[src/rtl/traffic_pkg.sv]
// Shared definitions for the multi-channel traffic-light controller:
// state encoding, default timing constants and a parameter sanity helper.
package traffic_pkg;

  typedef enum logic [1:0] {
    S_MAIN_GRN = 2'd0,
    S_YLW      = 2'd1,
    S_ALLRED   = 2'd2,
    S_SIDE_GRN = 2'd3
  } state_t;

  // Default timing, in 1 ms system-clock cycles.
  localparam int DEF_N_CH     = 4;
  localparam int DEF_CNT_W    = 16;
  localparam int DEF_MAIN_MIN = 10000;
  localparam int DEF_SIDE_MIN = 3000;
  localparam int DEF_SIDE_MAX = 8000;
  localparam int DEF_YLW_T    = 3000;
  localparam int DEF_ALLRED_T = 1000;
  localparam int DEF_CH_W     = 2;

  // A phase length is usable when it is non-zero and representable in a
  // timer of the given width.
  function automatic bit time_fits(input int t, input int w);
    longint lim;
    lim = longint'(1) << w;
    return (t > 0) && (longint'(t) < lim);
  endfunction

endpackage

[src/rtl/tl_rr_arbiter.sv]
// Round-robin arbiter over the side roads (channels 1..N_CH-1).
// The search starts just after rr_ptr and wraps back to channel 1;
// channel 0 (main road) is never a candidate.
module tl_rr_arbiter
  import traffic_pkg::*;
#(
  parameter int N_CH = DEF_N_CH,
  parameter int CH_W = DEF_CH_W
) (
  input  logic [N_CH-1:0] pending,
  input  logic [CH_W-1:0] rr_ptr,
  output logic [CH_W-1:0] grant,
  output logic            valid
);

  logic            found_hi_s;
  logic [CH_W-1:0] grant_hi_s;
  logic            found_lo_s;
  logic [CH_W-1:0] grant_lo_s;
  logic            unused_s;

  // Bit 0 is the main road and takes no part in arbitration.
  assign unused_s = pending[0];

  // Two-pass search: first channels above rr_ptr, then the wrap-around part.
  always_comb begin
    found_hi_s = 1'b0;
    grant_hi_s = '0;
    found_lo_s = 1'b0;
    grant_lo_s = '0;
    for (int j = 1; j < N_CH; j++) begin
      if (!found_hi_s && pending[j] && (CH_W'(j) > rr_ptr)) begin
        found_hi_s = 1'b1;
        grant_hi_s = CH_W'(j);
      end else begin
        found_hi_s = found_hi_s;
      end
      if (!found_lo_s && pending[j] && (CH_W'(j) <= rr_ptr)) begin
        found_lo_s = 1'b1;
        grant_lo_s = CH_W'(j);
      end else begin
        found_lo_s = found_lo_s;
      end
    end
    if (found_hi_s) begin
      grant = grant_hi_s;
    end else begin
      grant = grant_lo_s;
    end
    valid = found_hi_s | found_lo_s;
  end

endmodule

[src/rtl/traffic_lights_multi.sv]
// Traffic-light controller: main road rests on green, latched side-road
// requests are served round-robin, each hand-over goes through yellow and
// all-red clearance, and side green is stretched while a car is present.
module traffic_lights_multi
  import traffic_pkg::*;
#(
  parameter int N_CH     = DEF_N_CH,
  parameter int CNT_W    = DEF_CNT_W,
  parameter int MAIN_MIN = DEF_MAIN_MIN,
  parameter int SIDE_MIN = DEF_SIDE_MIN,
  parameter int SIDE_MAX = DEF_SIDE_MAX,
  parameter int YLW_T    = DEF_YLW_T,
  parameter int ALLRED_T = DEF_ALLRED_T,
  parameter int CH_W     = DEF_CH_W
) (
  input  logic            Clock,
  input  logic            Reset,
  input  logic [N_CH-1:0] CAR,
  output logic [N_CH-1:0] GRN,
  output logic [N_CH-1:0] YLW,
  output logic [N_CH-1:0] RED,
  output logic [CH_W-1:0] ACTIVE_CH,
  output logic [N_CH-1:0] PENDING
);

  // Reject configurations the controller cannot honour.
  if ((N_CH < 2) || (CH_W < $clog2(N_CH)) || (SIDE_MIN > SIDE_MAX) ||
      !time_fits(MAIN_MIN, CNT_W) || !time_fits(SIDE_MIN, CNT_W) ||
      !time_fits(SIDE_MAX, CNT_W) || !time_fits(YLW_T, CNT_W) ||
      !time_fits(ALLRED_T, CNT_W)) begin : g_bad_params
    $fatal(1, "traffic_lights_multi: illegal parameter set");
  end

  // Last timer value of each phase (phase of length T ends at T-1).
  localparam logic [CNT_W-1:0] MAIN_LAST   = CNT_W'(MAIN_MIN - 1);
  localparam logic [CNT_W-1:0] SIDE_LAST   = CNT_W'(SIDE_MIN - 1);
  localparam logic [CNT_W-1:0] SMAX_LAST   = CNT_W'(SIDE_MAX - 1);
  localparam logic [CNT_W-1:0] YLW_LAST    = CNT_W'(YLW_T - 1);
  localparam logic [CNT_W-1:0] ALLRED_LAST = CNT_W'(ALLRED_T - 1);

  state_t            state_q, state_d;
  logic [CH_W-1:0]   cur_q, cur_d;
  logic [CNT_W-1:0]  timer_q, timer_d;
  logic [N_CH-1:0]   pending_q, pending_d;
  logic [CH_W-1:0]   rr_ptr_q, rr_ptr_d;

  logic [CH_W-1:0]   arb_grant_s;
  logic              arb_valid_s;
  logic [N_CH-1:0]   cur_oh_s;
  logic              car_cur_s;
  logic              unused_car0_s;

  // CAR[0] belongs to the main road, which never needs to request.
  assign unused_car0_s = CAR[0];

  tl_rr_arbiter #(
    .N_CH (N_CH),
    .CH_W (CH_W)
  ) u_arb (
    .pending (pending_q),
    .rr_ptr  (rr_ptr_q),
    .grant   (arb_grant_s),
    .valid   (arb_valid_s)
  );

  // One-hot of the current owner and the sensor of that owner.
  always_comb begin
    cur_oh_s  = '0;
    car_cur_s = 1'b0;
    for (int i = 1; i < N_CH; i++) begin
      if (cur_q == CH_W'(i)) begin
        cur_oh_s[i] = 1'b1;
        car_cur_s   = CAR[i];
      end else begin
        cur_oh_s[i] = 1'b0;
      end
    end
    cur_oh_s[0] = (cur_q == '0);
  end

  // Next-state, phase timer, request latch and round-robin pointer.
  always_comb begin
    state_d   = state_q;
    cur_d     = cur_q;
    rr_ptr_d  = rr_ptr_q;
    timer_d   = timer_q + CNT_W'(1);
    pending_d = pending_q;

    // Latch side-road requests; the channel being served cannot re-request.
    for (int i = 1; i < N_CH; i++) begin
      if (CAR[i] && !((state_q == S_SIDE_GRN) && (cur_q == CH_W'(i)))) begin
        pending_d[i] = 1'b1;
      end else begin
        pending_d[i] = pending_d[i];
      end
    end

    case (state_q)
      S_MAIN_GRN: begin
        if (timer_q >= MAIN_LAST) begin
          if (|pending_q) begin
            state_d = S_YLW;
            timer_d = '0;
          end else begin
            timer_d = MAIN_LAST;
          end
        end else begin
          timer_d = timer_q + CNT_W'(1);
        end
      end
      S_YLW: begin
        if (timer_q >= YLW_LAST) begin
          state_d = S_ALLRED;
          timer_d = '0;
        end else begin
          timer_d = timer_q + CNT_W'(1);
        end
      end
      S_ALLRED: begin
        if (timer_q >= ALLRED_LAST) begin
          timer_d = '0;
          if ((cur_q == '0) && arb_valid_s) begin
            state_d  = S_SIDE_GRN;
            cur_d    = arb_grant_s;
            rr_ptr_d = arb_grant_s;
            // A grant wins over a same-cycle request from the same channel.
            for (int j = 1; j < N_CH; j++) begin
              if (arb_grant_s == CH_W'(j)) begin
                pending_d[j] = 1'b0;
              end else begin
                pending_d[j] = pending_d[j];
              end
            end
          end else begin
            state_d = S_MAIN_GRN;
            cur_d   = '0;
          end
        end else begin
          timer_d = timer_q + CNT_W'(1);
        end
      end
      S_SIDE_GRN: begin
        if (((timer_q >= SIDE_LAST) && !car_cur_s) || (timer_q >= SMAX_LAST)) begin
          state_d = S_YLW;
          timer_d = '0;
        end else begin
          timer_d = timer_q + CNT_W'(1);
        end
      end
      default: begin
        state_d = S_MAIN_GRN;
        cur_d   = '0;
        timer_d = '0;
      end
    endcase

    pending_d[0] = 1'b0;
  end

  // State registers; reset returns straight to main green with no yellow owed.
  always_ff @(posedge Clock or negedge Reset) begin
    if (!Reset) begin
      state_q   <= S_MAIN_GRN;
      cur_q     <= '0;
      timer_q   <= '0;
      pending_q <= '0;
      rr_ptr_q  <= CH_W'(N_CH - 1);
    end else begin
      state_q   <= state_d;
      cur_q     <= cur_d;
      timer_q   <= timer_d;
      pending_q <= pending_d;
      rr_ptr_q  <= rr_ptr_d;
    end
  end

  // Moore lamp decode: exactly one lamp per channel, red unless lit otherwise.
  always_comb begin
    GRN = '0;
    YLW = '0;
    case (state_q)
      S_MAIN_GRN: GRN = cur_oh_s;
      S_SIDE_GRN: GRN = cur_oh_s;
      S_YLW:      YLW = cur_oh_s;
      S_ALLRED:   GRN = '0;
      default:    GRN = '0;
    endcase
    RED       = ~(GRN | YLW);
    ACTIVE_CH = cur_q;
    PENDING   = pending_q;
  end

endmodule

[config.mk]
export PLATFORM = sky130hd
export DESIGN_NAME = traffic_lights_multi
export DESIGN_NICKNAME = d
export VERILOG_FILES = /design/src/rtl/traffic_pkg.sv /design/src/rtl/tl_rr_arbiter.sv /design/src/rtl/traffic_lights_multi.sv
export SDC_FILE = /design/constraint.sdc
export NUM_CORES = 1
export LEC_CHECK = 0
export ABC_AREA = 1
export CAP_MARGIN = 20
export CORE_AREA = 2 2 80 82
export DETAILED_ROUTE_END_ITERATION = 12
export DIE_AREA = 0 0 82 84
export DONT_BUFFER_PORTS = 1
export PLACE_DENSITY_LB_ADDON = 0.12
export SYNTH_ARGS = -nofsm -noshare
export SYNTH_HDL_FRONTEND = slang
export SYNTH_SLANG_ARGS = --single-unit
[constraint.sdc]
create_clock -name Clock -period 1.3 [get_ports Clock]
set_input_delay 0.26 -clock Clock [delete_from_list [all_inputs] [get_ports Clock]]
set_output_delay 0.26 -clock Clock [all_outputs]
set_load 0.02 [all_outputs]
==> flow_summary.json <==
{
  "status": "finished with violations",
  "failed_checks": "negative setup slack",
  "place_congestion": 0.8265,
  "vdd_drop_max_uv": 1228,
  "critical_path.startpoint": "state_q[0]",
  "coreArea_sq_um": 6096,
  "rsz0062_at_grt": "yes",
  "hold_depth": 2,
  "worstSetupEndpointType": "output port",
  "numCtsBuffers": 3,
  "cts_root_buf": "clkbuf_8",
  "htreeDepth": 1,
  "min_path_type": "in2reg",
  "drive_above_1_share_pct": 57.18,
  "drt_first_iter_violations": 65,
  "first_global_vias": 1938,
  "intPower_mw": 2.737,
  "crit_path_max_fanout": 5,
  "avgSynthCellArea_sq_um": 6.896,
  "areaGrowthSynthToFinish_pct": 77.71,
  "hold_violations": 0,
  "holdCritStartpoint": "CAR[1]",
  "yosysUniqueCellTypes": 27,
  "yosysSeqAreaShare_pct": 35.86,
  "max_freq_mhz": 617.7,
  "comb_power_share_pct": 68.2,
  "fillers": 595,
  "start_util_pct": 28.74,
  "fp-row-count": 29,
  "setup_viol": 36,
  "clk_path_buf_depth": 2,
  "wire_per_inst_microns": 12.19,
  "multi_input_area_sq_um": 1389,
  "drt_first_pass_iters": 4,
  "syn_area_sq_um": 1752,
  "grt_antenna_before_repair": 0,
  "dpl.hpwl_mm": 3.839,
  "setup-tns-final_ps": -8075,
  "clockPowerShare_pct": 10.2,
  "die_area_sq_um": 6888,
  "arrival_ps": 1360,
  "slew_viol_final": 0,
  "critPathKind": "reg2out",
  "die_h_microns": 84,
  "ios": 24,
  "cp-start-kind": "flip-flop",
  "dieWidth_microns": 82,
  "postLayoutSetupSlackWorst_ps": -319.0,
  "place_ws_ps": -318.2,
  "swShare_pct": 44.95,
  "reg2reg_from": "state_q[0]",
  "period_share_pct": 124.5,
  "leakage_nw": 1.445,
  "clk_latency_ps": 280,
  "synth-seq-cells": 25,
  "cp.required_ps": 1040,
  "finalCriticalPeriod_ps": 1619,
  "grt.total_usage_pct": 16.14,
  "ant_nets": 0,
  "yosys_warnings": 0,
  "cts_tree": "built",
  "final_nets": 361,
  "seq_area_sq_um": 634.4,
  "cts.clk_slew.worst_paths_ps": 100,
  "utilization_pct": 51.07,
  "grt_max_degree": 26,
  "io_buffers": 0,
  "p_per_area_nw_per_um2": 1597,
  "diodes": 0,
  "finClkSkew_ps": 1.733,
  "drc_errors": 0,
  "grt_pass1_wl_mm": 8.811,
  "cap_viol_max_count": 0,
  "synth_cells": 254,
  "p_seq_share_pct": 21.6,
  "p_sw_mw": 2.235,
  "ff2ff_path_depth": 10,
  "wl_mm": 5.182,
  "via_per_inst": 4.428,
  "grt_overflow": 0,
  "vias": 1882,
  "numClockSinks": 25
}
[critical path, cell delays in order, from the launching register on]
cell     delay [ps]
dfrtp_2         420
inv_2            70
ha_4            340
nor2_4           80
nor2_4          180
[kinds of logic (layout without fill, tap and decap cells)]
group / after synthesis / after routing / share of synthesized area (%)
flops: 25 / 25 / 35.86
other cells: 1 / 3 / 0.2141
xor+xnor: 10 / 10 / 5.000
fa+ha+maj: 6 / 6 / 4.286
buf+inv: 44 / 136 / 9.643
simple gates: 144 / 144 / 37.86
compound gates: 24 / 24 / 7.143
[power groups by stage]
stage	Sequential (mW)	Combinational, mW	Clock (mW)
after floorplan	1.13	1.47	0
after global placement	1.09	2.32	0
after detailed placement	1.09	2.33	0
after CTS	1.06	2.99	0.532
after global routing	1.09	3.66	0.571
final	1.07	3.39	0.509
[placed cells by master (no fill, tap or decap), types with 2 or more instances in the layout]
cell type,n
a21oi_1,2
a21oi_2,6
buf_12,3
buf_4,69
buf_6,16
clkbuf_8,3
conb_1,3
dfrtp_1,18
dfrtp_2,5
dfstp_2,2
ha_4,5
inv_1,30
inv_2,9
inv_4,3
nand2_1,42
nand2_2,22
nand2_4,5
nand3_1,11
nand3_2,4
nand3_4,7
nand4_1,4
nor2_1,12
nor2_2,10
nor2_4,18
nor3_1,3
nor3_2,3
o21ai_0,4
o21ai_1,4
o21ai_2,6
xor2_1,9
[final timing paths]
path | end | slack (ps)
worst max-delay path | RED[3] | -320
worst min register to register | rr_ptr_q[0] | 540
max in group asynchronous | rr_ptr_q[1] | 660
min in group asynchronous | timer_q[7] | 400
worst max register to register | timer_q[4] | -270
worst min-delay path | PENDING[1] | 140
[per-layer routing]
metal | routed length (microns) | GRT usage, %
met1 | 2375 | 21.86
met2 | 2691 | 26.83
met3 | 72 | 2.165
met4 | 42 | 3.788
met5 | 0 | 0
[cell type report]
type | count | area share (%)
inverter | 43 | 5.667
sequential | 25 | 20.38
clock buffer | 3 | 1.326
timing repair buffer | 89 | 24.68
multi-input combinational | 187 | 44.61
clock inverter | 1 | 0.2412
tap | 77 | 3.095
[registers in the layout, summed over array words and instances (netlist names)]
signal,cells
rr_ptr_q,2
timer_q,16
state_q,2
ACTIVE_CH,2
PENDING,3
[what timing repair did]
| action | 4_1_cts | 5_1_grt |
|---|---|---|
| endpoints found under the setup margin | 35 | 36 |
| pin swaps | 35 | 24 |
| gates resized for setup | 47 | 63 |
| hold buffers | 2 | 0 |
| endpoints found under the hold margin | 25 | 0 |
| setup buffers | 16 | 8 |
[metrics by stage]
stage                     cell area, sq um  power (mW)  std cells  hold WS, ps
after floorplan                       1894       2.598        256       -35.59
after global placement                2481       3.408        395       -34.78
after detailed placement              2481       3.415        395       -34.91
after CTS                             2833       4.586        417        138.3
after global routing                  3113       5.320        425        160.6
final                                 3113       4.972        425        144.7
[synthesized netlist by cell type, drive strengths merged]
cell type	number	area [sq um]
a21boi	1	7.510
a21oi	8	40.04
xor2	9	78.83
o21ai	14	70.07
nand4	4	25.02
dfrtp	23	575.6
nand3	22	137.6
nor2	40	172.7
nor3	6	35.03
nand2	70	280.3
dfstp	2	52.55
inv	43	161.4
and2	1	6.260
conb	1	3.750
and3	1	6.260
buf	1	7.510
xnor2	1	8.760
ha	6	75.07
o211ai	1	7.510
(Power assumes the default switching activity.)
==> variant 1: new RTL, config.mk and constraints unchanged <==
The package constant `DEF_CNT_W` goes from 16 to 24.
--- a/src/rtl/traffic_pkg.sv
+++ b/src/rtl/traffic_pkg.sv
@@ -11,7 +11,7 @@
 
   // Default timing, in 1 ms system-clock cycles.
   localparam int DEF_N_CH     = 4;
-  localparam int DEF_CNT_W    = 16;
+  localparam int DEF_CNT_W    = 24;
   localparam int DEF_MAIN_MIN = 10000;
   localparam int DEF_SIDE_MIN = 3000;
   localparam int DEF_SIDE_MAX = 8000;
Behaviour: no difference found for any inputs over 10 cycles, from zero or initial values and one cycle with Reset low; that may be too few to reach the edited logic, so the function may still have changed.
==> variant 1 against the unedited design <==
- the flow still finishes with violations (setup timing)
- maximum frequency is 0.60% lower
- global-route usage increased by 1.0 points
- largest cell class unchanged
- power is 7.6% higher
- worst setup slack worse by 0.0098 ns
- sequential cell count up 8
- clock skew increased by 0.0090 ns
- first-iteration DRC count grew 31%
- final area up 5.7%
- non-clock buffer count shrank 18
- routed wire length grew 1.3%
- area after synthesis up 18%
==> variant 1: results (changes against the unedited design) <==
outcome = complete, but fails checks
failing checks = setup timing
Leak Pwr = 1.61 nW (+11%)
post-synthesis sequential area ratio = 0.400 (+0.0419)
number of flip-flops in the largest register = 24 (+8)
Peak supply drop = 0.00111 V (-9.7%)
drt pass-1 iters = 4 (unchanged)
layout cells sized above 1 = 0.535 (-0.0367)
count of yosys warnings during synthesis = 0 (unchanged)
Biggest register = timer_q
initial antenna violation count = 0 (unchanged)
Longest Clk Path Bufs = 2 (unchanged)
post-synth top area cell = dfrtp_1
HP Start = CAR[3]
post-route worst setup slack = -0.329 ns (-0.00977 ns)
DP Worst Slack = -0.267 ns (+0.0514 ns)
Skew-Pair Late Insertion Delay = 0.28 ns (about the same)
Clock transition at path regs = 0.07 ns (-0.03 ns)
Synth top cells by count = nand2_1, nor2_1, inv_1
GRT Util Overall = 0.172 (+0.0104)
Routed WL per cell = 11.7 µm (-3.7%)
Worst Hold Depth = 2 (unchanged)
final setup fails = 35 (-2.8%)
hpwl dp = 3.95 mm (+2.9%)
global-route wire length before repair = 9.11 mm (+3.4%)
Vias = 1984 (+5.4%)
worst hold endpoint = PENDING[3]$_DFF_PN0_
post-route clock skew = 0.0107 ns (+0.00897 ns)
DR iter-0 viols = 85 (+31%)
Hold Path Class = in2reg
R2R Setup Slk = -0.28 ns
worst r2r src = ACTIVE_CH[1]$_DFFE_PN0P_
Worst R2R End = timer_q[5]$_DFF_PN0_
cells on worst reg2reg path = 11 (+1)
TritonCTS buffer count = 5 (+2)
largest cells by area after synthesis = dfrtp_1, nand2_1, nor2_1
FFs w/ async S/R, synth = 1.00 (unchanged)
diode count = 0 (unchanged)
Layout Nets = 381 (+5.5%)
Filler cells = 580 (-2.5%)
placed inst area = 0.00277 mm² (+12%)
Arrival @ worst endpoint = 1.37 ns
H-tree depth = 2 (+1)
buffers added on ports = 0 (unchanged)
CP max FO = 5 (unchanged)
largest net degree at the start of global routing = 34 (+31%)
Synth cell types = 30 (+11%)
Clock Tree Root = clkbuf_8
placer congestion estimate = 0.857 (+3.7%)
variant 1: worst max-delay path, cell delays in order, from the launching register on:
cell and delay [ns]:
dfrtp_1 0.42, inv_2 0.13, ha_4 0.25, nor2_4 0.15
buf_12 0.13
variant 1: routing by layer:
metal / global-route usage / routed length (µm) / vias up
met2: 0.288 / 2670 / 16
met5: 0 / 0 / -
met3: 0.0325 / 87 / 4
met4: 0.0500 / 40 / 0
met1: 0.221 / 2450 / 921
li1: - / - / 1043
variant 1: kinds of logic (layout without fill, tap and decap cells):
family | Yosys count | count (layout) | share of synthesized area
other cells | 1 | 11 | 0.00181
compound gates | 23 | 23 | 0.0611
simple gates | 165 | 165 | 0.379
buf+inv | 45 | 123 | 0.0835
fa+ha+maj | 6 | 6 | 0.0363
xor+xnor | 9 | 9 | 0.0381
flops | 33 | 33 | 0.400
variant 1: final cells by class:
type | instances | area share
Clock buffer | 8 | 0.0274
Inverter | 44 | 0.0525
Multi-Input combinational cell | 214 | 0.454
Sequential cell | 33 | 0.254
Tap cell | 77 | 0.0293
Timing Repair Buffer | 71 | 0.183
variant 1: worst max path at each step:
stage | startpoint | to | slack (ns)
after global routing | timer_q[0]$_DFF_PN0_ | timer_q[4]$_DFF_PN0_ | -0.39
after CTS | state_q[1]$_DFFE_PN0P_ | RED[2] | -0.34
after detailed placement | timer_q[0]$_DFF_PN0_ | timer_q[4]$_DFF_PN0_ | -0.27
after global placement | timer_q[0]$_DFF_PN0_ | timer_q[12]$_DFF_PN0_ | -0.22
final | state_q[1]$_DFFE_PN0P_ | GRN[1] | -0.33
after floorplan | timer_q[0]$_DFF_PN0_ | timer_q[12]$_DFF_PN0_ | -0.08
variant 1: metrics by stage:
step	cells	setup TNS, ns	util	hold slack, ns
after global routing	447	-10.75	0.540	0.162
after global placement	419	-4.53	0.455	-0.0348
after detailed placement	419	-5.09	0.455	-0.0347
final	447	-7.53	0.540	0.165
after floorplan	292	-0.740	-	-0.0356
after CTS	442	-7.51	0.514	0.155
variant 1: repair_timing:
item	4_1_cts	5_1_grt
hold buffers	2	0
setup buffers	13	5
endpoints found under the setup margin	36	37
endpoints found under the hold margin	33	0
pin swaps	30	22
resized for setup	44	40
variant 1: where the power goes:
group          leakage, nW  total (W)  internal, W  switching [W]
clock               0.0455   0.000814     0.000432       0.000382
sequential           0.403    0.00140      0.00120       0.000193
combinational         1.16    0.00314      0.00141        0.00173
==> variant 2: new RTL, config.mk and constraints unchanged <==
Without the edit above. Put a register stage on the output `RED`, with the module's reset. The value now appears one clock later. The other outputs are not delayed to match.
--- a/src/rtl/traffic_lights_multi.sv
+++ b/src/rtl/traffic_lights_multi.sv
@@ -23,6 +23,8 @@
   output logic [N_CH-1:0] PENDING
 );
 
+  logic [N_CH-1:0] RED_d;
+
   // Reject configurations the controller cannot honour.
   if ((N_CH < 2) || (CH_W < $clog2(N_CH)) || (SIDE_MIN > SIDE_MAX) ||
       !time_fits(MAIN_MIN, CNT_W) || !time_fits(SIDE_MIN, CNT_W) ||
@@ -185,10 +187,18 @@
       S_ALLRED:   GRN = '0;
       default:    GRN = '0;
     endcase
-    RED       = ~(GRN | YLW);
+    RED_d     = ~(GRN | YLW);
     ACTIVE_CH = cur_q;
     PENDING   = pending_q;
   end
 
+  always_ff @(posedge Clock or negedge Reset) begin
+    if (!Reset) begin
+      RED <= '0;
+    end else begin
+      RED <= RED_d;
+    end
+  end
+
 endmodule
 
Formal check against the unedited RTL: not equivalent (Yosys sat finds a counterexample within 4 cycles, from zero or initial values and one cycle with Reset low).
==> variant 2 against the unedited design <==
- the run still ends with setup timing left
- combinational power is 12% lower
- routed wire length increased by 2.2%
- maximum frequency increased by 2.8%
- via count rose by 0.85%
- final area increased by 1.1%
- power grew 6.1%
- largest power group unchanged
- worst setup slack gained 0.043 ns
- hold slack improved by 0.044 ns
- sequential cell count grew 4
- area after synthesis rose by 9.4%
==> variant 2: results (changes against the unedited design) <==
GRT Util Overall = 0.166 (+0.00436)
Clock Tree Root = clkbuf_8
hpwl dp = 3.67 mm (-4.4%)
Hold Path Class = in2reg
Synth cell types = 30 (+11%)
placed inst area = 0.00251 mm² (+1.0%)
HP Start = CAR[1]
Skew-Pair Late Insertion Delay = 0.29 ns
EDFF count, synth = 0 (unchanged)
Synth top cells by count = nand2_1, inv_1, nor2_1
Clock transition at path regs = 0.07 ns (-0.03 ns)
Post-Place Cells = 400 (+1.3%)
TritonCTS buffer count = 5 (+2)
final wirelength = 5.29 mm (+2.2%)
Worst R2R End = state_q[1]$_DFFE_PN0P_
Critical-path top delay cell = dfrtp_1
FFs w/ async S/R, synth = 1.00 (unchanged)
post-route worst setup slack = -0.276 ns (+0.0434 ns)
vias in the first global route = 1914 (-1.2%)
Post-Syn Instances = 260 (+2.4%)
H-tree depth = 2 (+1)
post-synthesis sequential area ratio = 0.380 (+0.0213)
Layout Nets = 362 (+0.28%)
cells on worst reg2reg path = 11 (+1)
largest cells by area after synthesis = dfrtp_1, nand2_1, inv_1
worst r2r src = timer_q[15]$_DFF_PN0_
Peak supply drop = 0.00119 V (-3.3%)
CP top delay family = simple AND/OR/NAND/NOR gates
Main synth FF type = dfrtp_1
final setup fails = 31 (-14%)
global-route wire length before repair = 8.82 mm (about the same)
placer congestion estimate = 0.827 (about the same)
post-route clock skew = 0.00882 ns (+0.00709 ns)
Worst path max stage delay = 0.40 ns (-0.02 ns)
failing checks = setup timing
Routed WL per cell = 12.4 µm (+1.4%)
Via-to-Cell Ratio = 4.43 (+0.14%)
Leak Pwr = 1.49 nW (+3.1%)
outcome = complete, but fails checks
buffers added on ports = 0 (unchanged)
largest net degree at the start of global routing = 30 (+15%)
DR iter-0 viols = 63 (-3.1%)
Arrival @ worst endpoint = 1.75 ns (+0.39 ns)
DP Worst Slack = -0.257 ns (+0.0612 ns)
Filler cells = 590 (-0.84%)
CP max FO = 3 (-2)
Hold WS = 0.189 ns (+0.0439 ns)
Biggest register = timer_q
Worst Hold Depth = 2 (unchanged)
layout cells sized above 1 = 0.564 (-0.00774)
Longest Clk Path Bufs = 2 (unchanged)
worst hold endpoint = PENDING[1]$_DFF_PN0_
count of yosys warnings during synthesis = 0 (unchanged)
drt pass-1 iters = 4 (unchanged)
initial antenna violation count = 0 (unchanged)
==> variant 2: cell count changes in the layout (fill, tap and decap cells not counted), moves of 3 or more <==
| cell | before | now |
|---|---|---|
| inv_2 | 9 | 13 |
| buf_6 | 16 | 13 |
| o21ai_0 | 4 | 1 |
| dfrtp_1 | 18 | 23 |
| nor2_4 | 18 | 13 |
| o21ai_1 | 4 | 10 |
| nor2_2 | 10 | 14 |
| nand3_2 | 4 | 7 |
| nand2_2 | 22 | 25 |
| clkbuf_8 | 3 | 6 |
==> variant 2: metal layers <==
metal	track usage	vias up	share of wire
met1	0.231	865	0.47
li1	-	995	-
met2	0.257	28	0.48
met3	0.0346	10	0.026
met5	0	-	0
met4	0.0470	0	0.017
==> variant 2: worst max path at each step <==
stage,cells past startpoint,start,end
2_1_floorplan,12,timer_q[0]$_DFF_PN0_,timer_q[7]$_DFF_PN0_
3_3_place_gp,8,timer_q[1]$_DFF_PN0_,timer_q[12]$_DFF_PN0_
3_5_place_dp,12,timer_q[1]$_DFF_PN0_,timer_q[7]$_DFF_PN0_
4_1_cts,12,timer_q[1]$_DFF_PN0_,timer_q[6]$_DFF_PN0_
5_1_grt,11,timer_q[15]$_DFF_PN0_,state_q[0]$_DFFE_PN0P_
6_report,11,timer_q[15]$_DFF_PN0_,state_q[1]$_DFFE_PN0P_
==> variant 2: report_power, final <==
part | internal (W) | total (W) | switching (W)
clock | 0.000624 | 0.000984 | 0.000360
sequential | 0.00110 | 0.00132 | 0.000213
combinational | 0.00135 | 0.00297 | 0.00162
total | 0.00308 | 0.00527 | 0.00219
==> variant 2: logic make-up after synthesis <==
family / after synthesis / share of synthesized area
and+or+nand+nor: 145 / 0.377
buffers and inverters: 45 / 0.0914
DFF: 29 / 0.380
AOI/OAI and AO/OA: 25 / 0.0698
xor gates and xnor gates: 9 / 0.0411
adders and majority gates: 6 / 0.0392
other: 1 / 0.00196
==> variant 2: metrics by stage <==
stage / TNS, ns / utilization
after floorplan: -1.67 / -
after global placement: -5.08 / 0.411
after detailed placement: -4.94 / 0.411
after CTS: -5.90 / 0.474
after global routing: -8.94 / 0.516
final: -6.22 / 0.516
==> variant 2: what timing repair did <==
| action | CTS | global route |
|---|---|---|
| resized for setup | 49 | 61 |
| endpoints found under the setup margin | 35 | 31 |
| hold buffers | 2 | 0 |
| pin swaps | 18 | 32 |
| setup buffers | 10 | 8 |
| cloned | 0 | 0 |
| hold endpoints to repair | 29 | 0 |
==> variant 2: cell type report <==
cell class                      count  area (µm²)  area share
Tap cell                           77        96.3      0.0306
Inverter                           44         178      0.0564
Multi-Input combinational cell    188        1350       0.427
Sequential cell                    29         733       0.233
Clock inverter                      1        30.0     0.00954
Clock buffer                        7        86.3      0.0274
Timing Repair Buffer               82         679       0.216
